<file path="src/rtl/lcd_sequencer.sv">
// HD44780 4-bit write-only sequencer: power-on init and display configuration,
// then host bytes sent as high/low nibble strobes with the required delays.
//
// state         | meaning
// S_RESET       | power-on wait before the first nibble
// S_INIT_STROBE | strobing one of the 0x3,0x3,0x3,0x2 init nibbles
// S_INIT_WAIT   | post-nibble wait, length depends on init_idx
// S_HI_STROBE   | strobing the high nibble of byte_q
// S_GAP         | wait between high and low nibble
// S_LO_STROBE   | strobing the low nibble of byte_q
// S_EXEC        | execution wait (clear or short), then next config byte or IDLE
// S_IDLE        | ready for a host byte
module lcd_sequencer #(
   parameter int unsigned T_POWERON = 750000,
   parameter int unsigned T_INIT1   = 205000,
   parameter int unsigned T_INIT2   = 5000,
   parameter int unsigned T_SHORT   = 2000,
   parameter int unsigned T_CLEAR   = 82000,
   parameter int unsigned T_GAP     = 50,
   parameter int unsigned T_SETUP   = 2,
   parameter int unsigned T_PULSE   = 12,
   parameter int unsigned T_HOLD    = 1,
   parameter int unsigned CNT_W     = 20
) (
   input  logic       Clock,
   input  logic       Reset,
   input  logic       iWriteRequest,
   input  logic       iRS,
   input  logic [7:0] iData,
   output logic       oReady,
   output logic       oInitDone,
   output logic       oLCD_E,
   output logic       oLCD_RS,
   output logic       oLCD_RW,
   output logic [3:0] oLCD_Data
);

   typedef enum logic [2:0] {
      S_RESET, S_INIT_STROBE, S_INIT_WAIT, S_HI_STROBE,
      S_GAP, S_LO_STROBE, S_EXEC, S_IDLE
   } state_t;

   localparam logic [CNT_W-1:0] LAST_PON   = CNT_W'(T_POWERON - 1);
   localparam logic [CNT_W-1:0] LAST_INIT1 = CNT_W'(T_INIT1 - 1);
   localparam logic [CNT_W-1:0] LAST_INIT2 = CNT_W'(T_INIT2 - 1);
   localparam logic [CNT_W-1:0] LAST_SHORT = CNT_W'(T_SHORT - 1);
   localparam logic [CNT_W-1:0] LAST_CLEAR = CNT_W'(T_CLEAR - 1);
   localparam logic [CNT_W-1:0] LAST_GAP   = CNT_W'(T_GAP - 1);
   localparam logic [CNT_W-1:0] LAST_STB   = CNT_W'(T_SETUP + T_PULSE + T_HOLD - 1);
   localparam logic [CNT_W-1:0] E_ON       = CNT_W'(T_SETUP);
   localparam logic [CNT_W-1:0] E_OFF      = CNT_W'(T_SETUP + T_PULSE);

   state_t           state;
   logic [CNT_W-1:0] cnt;
   logic [CNT_W-1:0] cnt_inc;
   logic [CNT_W-1:0] init_last;
   logic [CNT_W-1:0] exec_last;
   logic             e_next;
   logic [1:0]       init_idx;
   logic [1:0]       cfg_idx;
   logic             cfg_mode;
   logic [7:0]       byte_q;
   logic             rs_q;
   logic [7:0]       cfg_next;

   assign oLCD_RW = 1'b0;

   always_comb begin
      cnt_inc = cnt + 1'b1;
      // E is registered, so it follows the counter value being loaded this edge
      e_next  = (cnt_inc >= E_ON) && (cnt_inc < E_OFF);
      case (init_idx)
         2'd0:    init_last = LAST_INIT1;
         2'd1:    init_last = LAST_INIT2;
         default: init_last = LAST_SHORT;
      endcase
      exec_last = (byte_q == 8'h01 && !rs_q) ? LAST_CLEAR : LAST_SHORT;
      case (cfg_idx)
         2'd0:    cfg_next = 8'h06;
         2'd1:    cfg_next = 8'h0C;
         default: cfg_next = 8'h01;
      endcase
   end

   always_ff @(posedge Clock) begin
      if (!Reset) begin
         state     <= S_RESET;
         cnt       <= '0;
         oLCD_E    <= 1'b0;
         oLCD_RS   <= 1'b0;
         oLCD_Data <= 4'h0;
         oReady    <= 1'b0;
         oInitDone <= 1'b0;
         init_idx  <= 2'd0;
         cfg_idx   <= 2'd0;
         cfg_mode  <= 1'b0;
         byte_q    <= 8'h00;
         rs_q      <= 1'b0;
      end else begin
         case (state)
            S_RESET: begin
               if (cnt == LAST_PON) begin
                  cnt       <= '0;
                  init_idx  <= 2'd0;
                  oLCD_RS   <= 1'b0;
                  oLCD_Data <= 4'h3;
                  state     <= S_INIT_STROBE;
               end else begin
                  cnt <= cnt_inc;
               end
            end
            S_INIT_STROBE, S_HI_STROBE, S_LO_STROBE: begin
               if (cnt == LAST_STB) begin
                  cnt    <= '0;
                  oLCD_E <= 1'b0;
                  if (state == S_INIT_STROBE)    state <= S_INIT_WAIT;
                  else if (state == S_HI_STROBE) state <= S_GAP;
                  else                           state <= S_EXEC;
               end else begin
                  cnt    <= cnt_inc;
                  oLCD_E <= e_next;
               end
            end
            S_INIT_WAIT: begin
               if (cnt == init_last) begin
                  cnt <= '0;
                  if (init_idx == 2'd3) begin
                     cfg_mode  <= 1'b1;
                     cfg_idx   <= 2'd0;
                     byte_q    <= 8'h28;
                     rs_q      <= 1'b0;
                     oLCD_RS   <= 1'b0;
                     oLCD_Data <= 4'h2;
                     state     <= S_HI_STROBE;
                  end else begin
                     init_idx  <= init_idx + 2'd1;
                     oLCD_Data <= (init_idx == 2'd2) ? 4'h2 : 4'h3;
                     state     <= S_INIT_STROBE;
                  end
               end else begin
                  cnt <= cnt_inc;
               end
            end
            S_GAP: begin
               if (cnt == LAST_GAP) begin
                  cnt       <= '0;
                  oLCD_Data <= byte_q[3:0];
                  state     <= S_LO_STROBE;
               end else begin
                  cnt <= cnt_inc;
               end
            end
            S_EXEC: begin
               if (cnt == exec_last) begin
                  cnt <= '0;
                  if (cfg_mode && cfg_idx != 2'd3) begin
                     cfg_idx   <= cfg_idx + 2'd1;
                     byte_q    <= cfg_next;
                     oLCD_Data <= cfg_next[7:4];
                     state     <= S_HI_STROBE;
                  end else begin
                     cfg_mode  <= 1'b0;
                     oReady    <= 1'b1;
                     oInitDone <= 1'b1;
                     state     <= S_IDLE;
                  end
               end else begin
                  cnt <= cnt_inc;
               end
            end
            S_IDLE: begin
               if (iWriteRequest) begin
                  byte_q    <= iData;
                  rs_q      <= iRS;
                  oLCD_RS   <= iRS;
                  oLCD_Data <= iData[7:4];
                  oReady    <= 1'b0;
                  cnt       <= '0;
                  state     <= S_HI_STROBE;
               end
            end
            default: state <= S_RESET;
         endcase
      end
   end

endmodule
</file>
<file path="config.mk">
export PLATFORM = sky130hd
export DESIGN_NAME = lcd_sequencer
export DESIGN_NICKNAME = d
export VERILOG_FILES = /design/src/rtl/lcd_sequencer.sv
export SDC_FILE = /design/constraint.sdc
export NUM_CORES = 1
export LEC_CHECK = 0
export CAP_MARGIN = 20
export CORE_MARGIN = 4
export CORE_UTILIZATION = 45
export CTS_CLUSTER_DIAMETER = 100
export DETAILED_ROUTE_END_ITERATION = 8
export GPL_TIMING_DRIVEN = 0
export MAX_ROUTING_LAYER = met4
export PLACE_DENSITY = 0.71
export RECOVER_POWER = 25
export SYNTH_ARGS = -nofsm -noshare
export SYNTH_HDL_FRONTEND = slang
export SYNTH_SLANG_ARGS = --single-unit
</file>
<file path="constraint.sdc">
create_clock -name Clock -period 2.35 [get_ports Clock]
set_input_delay 0.235 -clock Clock [delete_from_list [all_inputs] [get_ports Clock]]
set_output_delay 0.235 -clock Clock [all_outputs]
set_load 0.05 [all_outputs]
</file>
==> results.yml, run 1 <==
logic_synthesis:
  mappedNetlistArea_mm2: 0.00307
  synth_flop_cell: "sky130_fd_sc_hd__dfxtp_1"
  ys_types: 64
  number_of_synthesized_flops_with_an_enable_pin: 0
  mean_cell_area_of_the_mapped_netlist_um2: 7.64
  netlist_top_cells_area: "sky130_fd_sc_hd__dfxtp_1 29%, sky130_fd_sc_hd__nor2_1 5.9%, sky130_fd_sc_hd__ha_1 5.7%, sky130_fd_sc_hd__nand2_1 4.7%, sky130_fd_sc_hd__nand3_1 3.6%"
  netlist.area_leader.share: 0.294
  netlist_instances: 401
  syn_nets: 427
  ys_seq_area_frac: 0.294
  synth_area_leader_cell: "sky130_fd_sc_hd__dfxtp_1"
  yosys_warnings: 0
  number_of_synthesized_register_bits: 45
  synthArstFlopShare: 0
route:
  detail_route.iter0.violations: 508
  finalWirelength_um: 9900
  drc: 0
  antenna_viol_nets_final: 0
  avgRoutedWirePerCell_um: 18.6
  num_vias: 3384
  detail_route.first_pass.iterations: 5
  routed_via_density: 6.35
placement:
  port-buffer-count: 19
  placer_s_final_routability_congestion_estimate: 0.940
  dp_hpwl_um: 6410
  worst_setup_timing_slack_at_the_placement_stage_ns: -0.460
pwr:
  power.leakage_nw: 1.46
  p_seq_frac: 0.543
  switching_power_uw: 381
  power.switching_fraction: 0.270
  power.share.clock: 0.371
  p_int_mw: 1.03
  combinationalPowerShare: 0.087
  cellPowerDensity_mw_per_mm2: 344
  vdd_drop_max_v: 0.000183
worst_setup_path:
  max_incr_delay_on_cp_ns: 0.56
  rrSetupSlack_ns: -0.19
  critical-path-slowest-cell: "sky130_fd_sc_hd__or4_4"
  critical_path.reg2reg.endpoint: "cnt[5]"
  end_kind: "register"
  worst_setup_path_start_kind: "register"
  worstPathArrival_ns: 2.74
  worst-endpoint-required_ns: 2.56
  crit-reg2reg-launch: "cnt[8]"
  reg2reg_depth: 9
  worst-setup-path-type: "register to register"
  critical_path.max_fanout: 10
  crit_path_cell_trace: "buf_6 -> or4_4 -> a2111oi_4 -> o211ai_1 -> buf_4 -> or2_4 -> o21ai_4 -> buf_12 -> nor2_2"
grt:
  global_route_wire_length_before_repair_um: 15500
  antenna_found_initial: 0
  grt_max_degree: 17
  gr-usage-all-layers: 0.238
  grt_pass1_vias: 3008
  overflow: 0
timing:
  final_report_setup_violation_count: 38
  rsz0062_at_grt: "true"
  worst_slack_ns: -0.186
  post-route-min-period_ns: 2.54
  timing.setup.tns_ns: -4.36
  maxClockFrequency_mhz: 394
  min_period_over_period: 1.08
  max_slew.worst_pin.slew_ns: 0.685
  timing.slew.headroom: 0.543
  report.final.hold_viol_count: 0
  maxSlewViolCount: 0
  clock-skew-final_ns: 0.00972
cts:
  cts_sinks: 45
  worst_setup_hold_path_clk_slew_ns: 0.10
  clock_insertion_delay_worst_skew_ns: 0.31
  quantity_of_hold_fixing_buffers_added_after_cts: 0
  cts_root_buf: "sky130_fd_sc_hd__clkbuf_8"
  cts-htree-levels: 2
  cts_tree: "yes"
  cts_made_buffers: 5
  clock_tree.buffer_depth: 2
die:
  dieHeight_um: 90.5
  placeableCoreArea_mm2: 0.00649
  initial_core_util: 0.472
  die_w_um: 90.5
  die_area_mm2: 0.00820
  placement_rows: 29
  io-pin-count: 21
finish:
  multi_input_comb_area_mm2: 0.00230
  nets: 481
  layout.area.seq_um2: 921
  fillerInstances: 517
  top_library_cells_by_usage_in_the_layout_fill_and_taps_aside: "39 x sky130_fd_sc_hd__nor2_1, 37 x sky130_fd_sc_hd__nand2_1, 37 x sky130_fd_sc_hd__dfxtp_1"
  flow.area_growth_from_synthesis_pct: 34.2
  layout.cells.most_common: "sky130_fd_sc_hd__nor2_1"
  drive_above_1_share: 0.283
  n_antenna_cell: 0
run_status:
  run_status: "finished with violations"
  failing_checks: "setup timing"
hold_path:
  timing.hold.worst_endpoint: "byte_q[6]"
  worstHoldPathCells: 2
  worstHoldPathType: "register to register"
  hp-start: "byte_q[6]"
run:
  max-cap-violations: 0
worst max path at each step:
stage | from | to | slack, ns
after detailed placement | cnt[8] | oLCD_Data[0] | -0.46
after global routing | init_idx[0] | byte_q[3] | -0.26
final | cnt[8] | cnt[5] | -0.19
after global placement | cnt[8] | oLCD_Data[0] | -0.47
after CTS | init_idx[0] | byte_q[7] | -0.19
after floorplan | init_idx[1] | cnt[1] | -0.06
per-stage QoR:
step                instances  power [mW]  utilization  hold WS (ns)  instance area (µm²)
floorplan                 401       0.844            -         0.378                 3090
global placement          497       0.884        0.520         0.449                 3380
detailed placement        497       0.885        0.520         0.458                 3380
CTS                       520        1.40        0.583         0.462                 3790
global route              533        1.47        0.633         0.475                 4110
finish                    533        1.42        0.633         0.463                 4110
power groups by stage:
stage | combinational (mW) | clock (mW) | sequential (mW)
after CTS | 0.106 | 0.530 | 0.766
after global routing | 0.130 | 0.567 | 0.769
after global placement | 0.0926 | 0 | 0.791
after floorplan | 0.0536 | 0 | 0.790
final | 0.122 | 0.525 | 0.768
after detailed placement | 0.0935 | 0 | 0.792
logic make-up after synthesis:
| kind of cell | synth area share |
|---|---|
| adders and majority gates | 0.0571 |
| muxes | 0.0237 |
| buffers and inverters | 0.0608 |
| other | 0.00122 |
| AOI/OAI and AO/OA | 0.189 |
| DFF | 0.294 |
| xor gates and xnor gates | 0.0486 |
| and+or+nand+nor | 0.325 |
area by class of cell:
cell class	instances	share of cell area
Inverter	12	0.0122
Buffer	27	0.0423
Tap cell	77	0.0234
Multi-Input combinational cell	313	0.559
Sequential cell	45	0.224
Timing Repair Buffer	51	0.117
Clock inverter	3	0.00608
Clock buffer	5	0.0167
worst max-delay path, delay by kind of cell, from the launching register on:
family,cells,cell delay [ns]
buf+inv,3,0.50
flops,1,0.33
compound gates,3,0.70
simple gates,3,0.90
metal layers:
metal | vias up | global-route usage | share of wire
met3 | 41 | 0.0567 | 0.086
li1 | 1559 | - | -
met1 | 1577 | 0.332 | 0.44
met4 | 0 | 0.0714 | 0.029
met5 | - | - | 0
met2 | 207 | 0.340 | 0.45
synth_stat cells (2+ instances only):
cell type and instances:
sky130_fd_sc_hd__nor4_1 6, sky130_fd_sc_hd__dfxtp_1 45, sky130_fd_sc_hd__nor2_1 48, sky130_fd_sc_hd__xnor2_1 9
sky130_fd_sc_hd__nand2b_1 2, sky130_fd_sc_hd__nand4_1 12, sky130_fd_sc_hd__or2_0 2, sky130_fd_sc_hd__and4_1 3
sky130_fd_sc_hd__a21oi_1 14, sky130_fd_sc_hd__clkbuf_1 21, sky130_fd_sc_hd__a22o_1 2, sky130_fd_sc_hd__or4_1 2
sky130_fd_sc_hd__o211ai_1 3, sky130_fd_sc_hd__or3_1 4, sky130_fd_sc_hd__and4b_1 2, sky130_fd_sc_hd__and3_1 8
sky130_fd_sc_hd__a22oi_1 2, sky130_fd_sc_hd__a311oi_1 2, sky130_fd_sc_hd__o21ai_1 5, sky130_fd_sc_hd__nand2_1 38
sky130_fd_sc_hd__nor3_1 16, sky130_fd_sc_hd__a211oi_1 6, sky130_fd_sc_hd__buf_2 5, sky130_fd_sc_hd__a31oi_1 9
sky130_fd_sc_hd__nor2b_1 2, sky130_fd_sc_hd__mux2_2 2, sky130_fd_sc_hd__xor2_1 8, sky130_fd_sc_hd__nand3b_1 2
sky130_fd_sc_hd__nor3b_1 2, sky130_fd_sc_hd__ha_1 14, sky130_fd_sc_hd__a211o_1 2, sky130_fd_sc_hd__buf_4 3
sky130_fd_sc_hd__nand3_1 22, sky130_fd_sc_hd__and2_1 6, sky130_fd_sc_hd__a31o_2 2, sky130_fd_sc_hd__nor4b_1 5
sky130_fd_sc_hd__o31ai_1 3, sky130_fd_sc_hd__inv_1 11, sky130_fd_sc_hd__nor3_2 2, sky130_fd_sc_hd__o21ai_0 21
sky130_fd_sc_hd__mux2i_1 5
flip-flops by register name (all words and copies together), names as in the netlist:
register	cells
cfg_idx	2
oReady	1
rs_q	1
cnt	20
init_idx	2
byte_q	8
state	3
cfg_mode	1
oLCD_E	1
oInitDone	1
oLCD_Data	4
oLCD_RS	1
what timing repair did:
item,in CTS,in global routing
pin swaps,23,19
cloned,1,1
setup buffers,17,13
gates resized for setup,50,63
setup endpoints to repair,41,45
No activity file was read; power rests on OpenSTA's default activity.
==> run 2: changes to the inputs <==
--- a/config.mk
+++ b/config.mk
@@ -5,12 +5,14 @@
 export SDC_FILE = /design/constraint.sdc
 export NUM_CORES = 1
 export LEC_CHECK = 0
-export CAP_MARGIN = 20
+export CAP_MARGIN = 10
+export CORE_ASPECT_RATIO = 0.7
 export CORE_MARGIN = 4
 export CORE_UTILIZATION = 45
 export CTS_CLUSTER_DIAMETER = 100
 export DETAILED_ROUTE_END_ITERATION = 8
 export GPL_TIMING_DRIVEN = 0
+export HOLD_SLACK_MARGIN = 0.03
 export MAX_ROUTING_LAYER = met4
 export PLACE_DENSITY = 0.71
 export RECOVER_POWER = 25
==> run 2 against run 1 <==
  * The flow still finishes with violations (setup timing)
  * Setup slack got worse by 0.052 ns
  * Routed wire length increased by 0.89%
  * Critical path depth decreased by 1
  * Sequential share of layout area increased by 0.11 points
  * Sequential power about the same
  * Worst hold slack got worse by 0.0045 ns
  * First-iteration DRC count decreased by 28%
  * Final cell count increased by 1.1%
  * Non-clock buffer count decreased by 8
  * Largest cell class unchanged
  * Largest power group unchanged
==> results.yml, run 2 (synthesis results as in run 1) <==
run_status:
  run_status: "finished with violations"
  failing_checks: "setup timing"
placement:
  dp_hpwl_um: 6980
  post-place-cells: 511
  placer_s_final_routability_congestion_estimate: 0.960
  postPlaceCellArea_mm2: 0.00339
  port-buffer-count: 19
pwr:
  power.leakage_nw: 1.43
  vdd_drop_max_v: 0.000330
  cellPowerDensity_mw_per_mm2: 394
grt:
  grt_max_degree: 16
  gr-usage-all-layers: 0.242
  global_route_wire_length_before_repair_um: 15400
  antenna_found_initial: 0
  overflow: 0
  grt_pass1_vias: 2830
timing:
  final_report_setup_violation_count: 39
  clock-skew-final_ns: 0.00964
  hold_slack_ns: 0.458
  max_slew.worst_pin.slew_ns: 0.682
  timing.slew.headroom: 0.545
  maxClockFrequency_mhz: 386
  worst_slack_ns: -0.238
  post-route-min-period_ns: 2.59
  report.final.hold_viol_count: 0
  maxSlewViolCount: 0
  min_period_over_period: 1.10
  rsz0062_at_grt: "true"
route:
  wirelength_met1_um: 4970
  detail_route.iter0.violations: 367
  detailroute.wirelength.met2_um: 3790
  top_signal_layer_used: "met4"
  wl_met3_um: 1090
  drc: 0
  antenna_viol_nets_final: 0
  routed_via_density: 6.02
  detail_route.first_pass.iterations: 5
  finalWirelength_um: 9990
  avgRoutedWirePerCell_um: 18.5
  num_vias: 3243
finish:
  final_area_mm2: 0.00409
  n_antenna_cell: 0
  flow.area_growth_from_synthesis_pct: 33.5
  largest_register: "cnt"
  top_library_cells_by_usage_in_the_layout_fill_and_taps_aside: "43 x sky130_fd_sc_hd__nor2_1, 37 x sky130_fd_sc_hd__dfxtp_1, 36 x sky130_fd_sc_hd__nand2_1"
  finalNonFillerCells: 539
  drive_above_1_share: 0.266
  largest_register_ff_count: 20
  top_regs: "cnt x20, byte_q x8, oLCD_Data x4"
  layout.cells.most_common: "sky130_fd_sc_hd__nor2_1"
  nets: 473
worst_setup_path:
  worst_setup_path_start_kind: "register"
  worst-endpoint-required_ns: 2.54
  worstPathArrival_ns: 2.77
  worst-setup-path-type: "register to register"
  critical_path.max_fanout: 5
  end_kind: "register"
hold_path:
  worstHoldPathType: "register to register"
cts:
  clock_tree.buffer_depth: 2
  quantity_of_hold_fixing_buffers_added_after_cts: 0
  cts_made_buffers: 5
  cts_root_buf: "sky130_fd_sc_hd__clkbuf_8"
  worst_setup_hold_path_clk_slew_ns: 0.10
  cts_sinks: 45
  cts-htree-levels: 2
  cts_tree: "yes"
  clock_insertion_delay_worst_skew_ns: 0.31
die:
  initial_core_util: 0.477
  placement_rows: 24
  die_w_um: 107
  io-pin-count: 21
  placeableCoreArea_mm2: 0.00643
  die_area_mm2: 0.00822
  dieHeight_um: 77.1
run:
  max-cap-violations: 0
run 2: final cells by class:
class	count	area (µm²)
flip-flops and latches	45	921
inverters	12	50.0
clock buffers	5	68.8
fillers	587	2330
well taps	91	114
plain buffers	27	176
multi-input cells	313	2290
repair buffers	43	407
clock inverters	3	68.8
run 2: metrics by stage:
step	total power [mW]	setup TNS, ns	utilization	worst slack [ns]
2_1_floorplan	0.844	-0.386	-	-0.0571
3_3_place_gp	0.884	-11.71	0.528	-0.399
3_5_place_dp	0.886	-11.40	0.528	-0.381
4_1_cts	1.61	-3.72	0.593	-0.152
5_1_grt	1.67	-10.82	0.637	-0.370
6_report	1.61	-5.64	0.637	-0.238
run 2: timing repair:
action	in CTS	in global routing
setup buffers	13	9
gates resized for setup	54	54
hold endpoints to repair	0	0
pin swaps	17	28
endpoints found under the setup margin	41	43
gates cloned	1	1
run 2: worst paths after layout:
check / from / endpoint / slack, ns / depth (start not counted)
max: cnt[16] / state[2] / -0.24 / 8
min: byte_q[6] / byte_q[6] / 0.46 / 2
max reg2reg: cnt[16] / state[2] / -0.24 / 8
min reg2reg: byte_q[6] / byte_q[6] / 0.46 / 2
run 2: worst max-delay path, stage by stage (launching register included):
cell and delay, ns:
sky130_fd_sc_hd__dfxtp_2 0.41, sky130_fd_sc_hd__nand2_1 0.13, sky130_fd_sc_hd__or4_4 0.53, sky130_fd_sc_hd__a2111oi_4 0.36
sky130_fd_sc_hd__o211ai_1 0.19, sky130_fd_sc_hd__buf_4 0.19, sky130_fd_sc_hd__or2_4 0.29, sky130_fd_sc_hd__o311ai_2 0.27
sky130_fd_sc_hd__nand2_1 0.10
run 2: layer usage:
metal,up-vias,GRT usage
li1,1534,-
met1,1524,0.398
met2,167,0.296
met3,18,0.0394
met4,0,0.0511
met5,-,-
run 2: where the power goes:
part | internal, mW | switching [mW] | leakage [nW] | total [mW]
registers | 0.764 | 0.00352 | 0.368 | 0.768
logic | 0.0514 | 0.0659 | 0.996 | 0.117
clock network | 0.428 | 0.300 | 0.0687 | 0.729
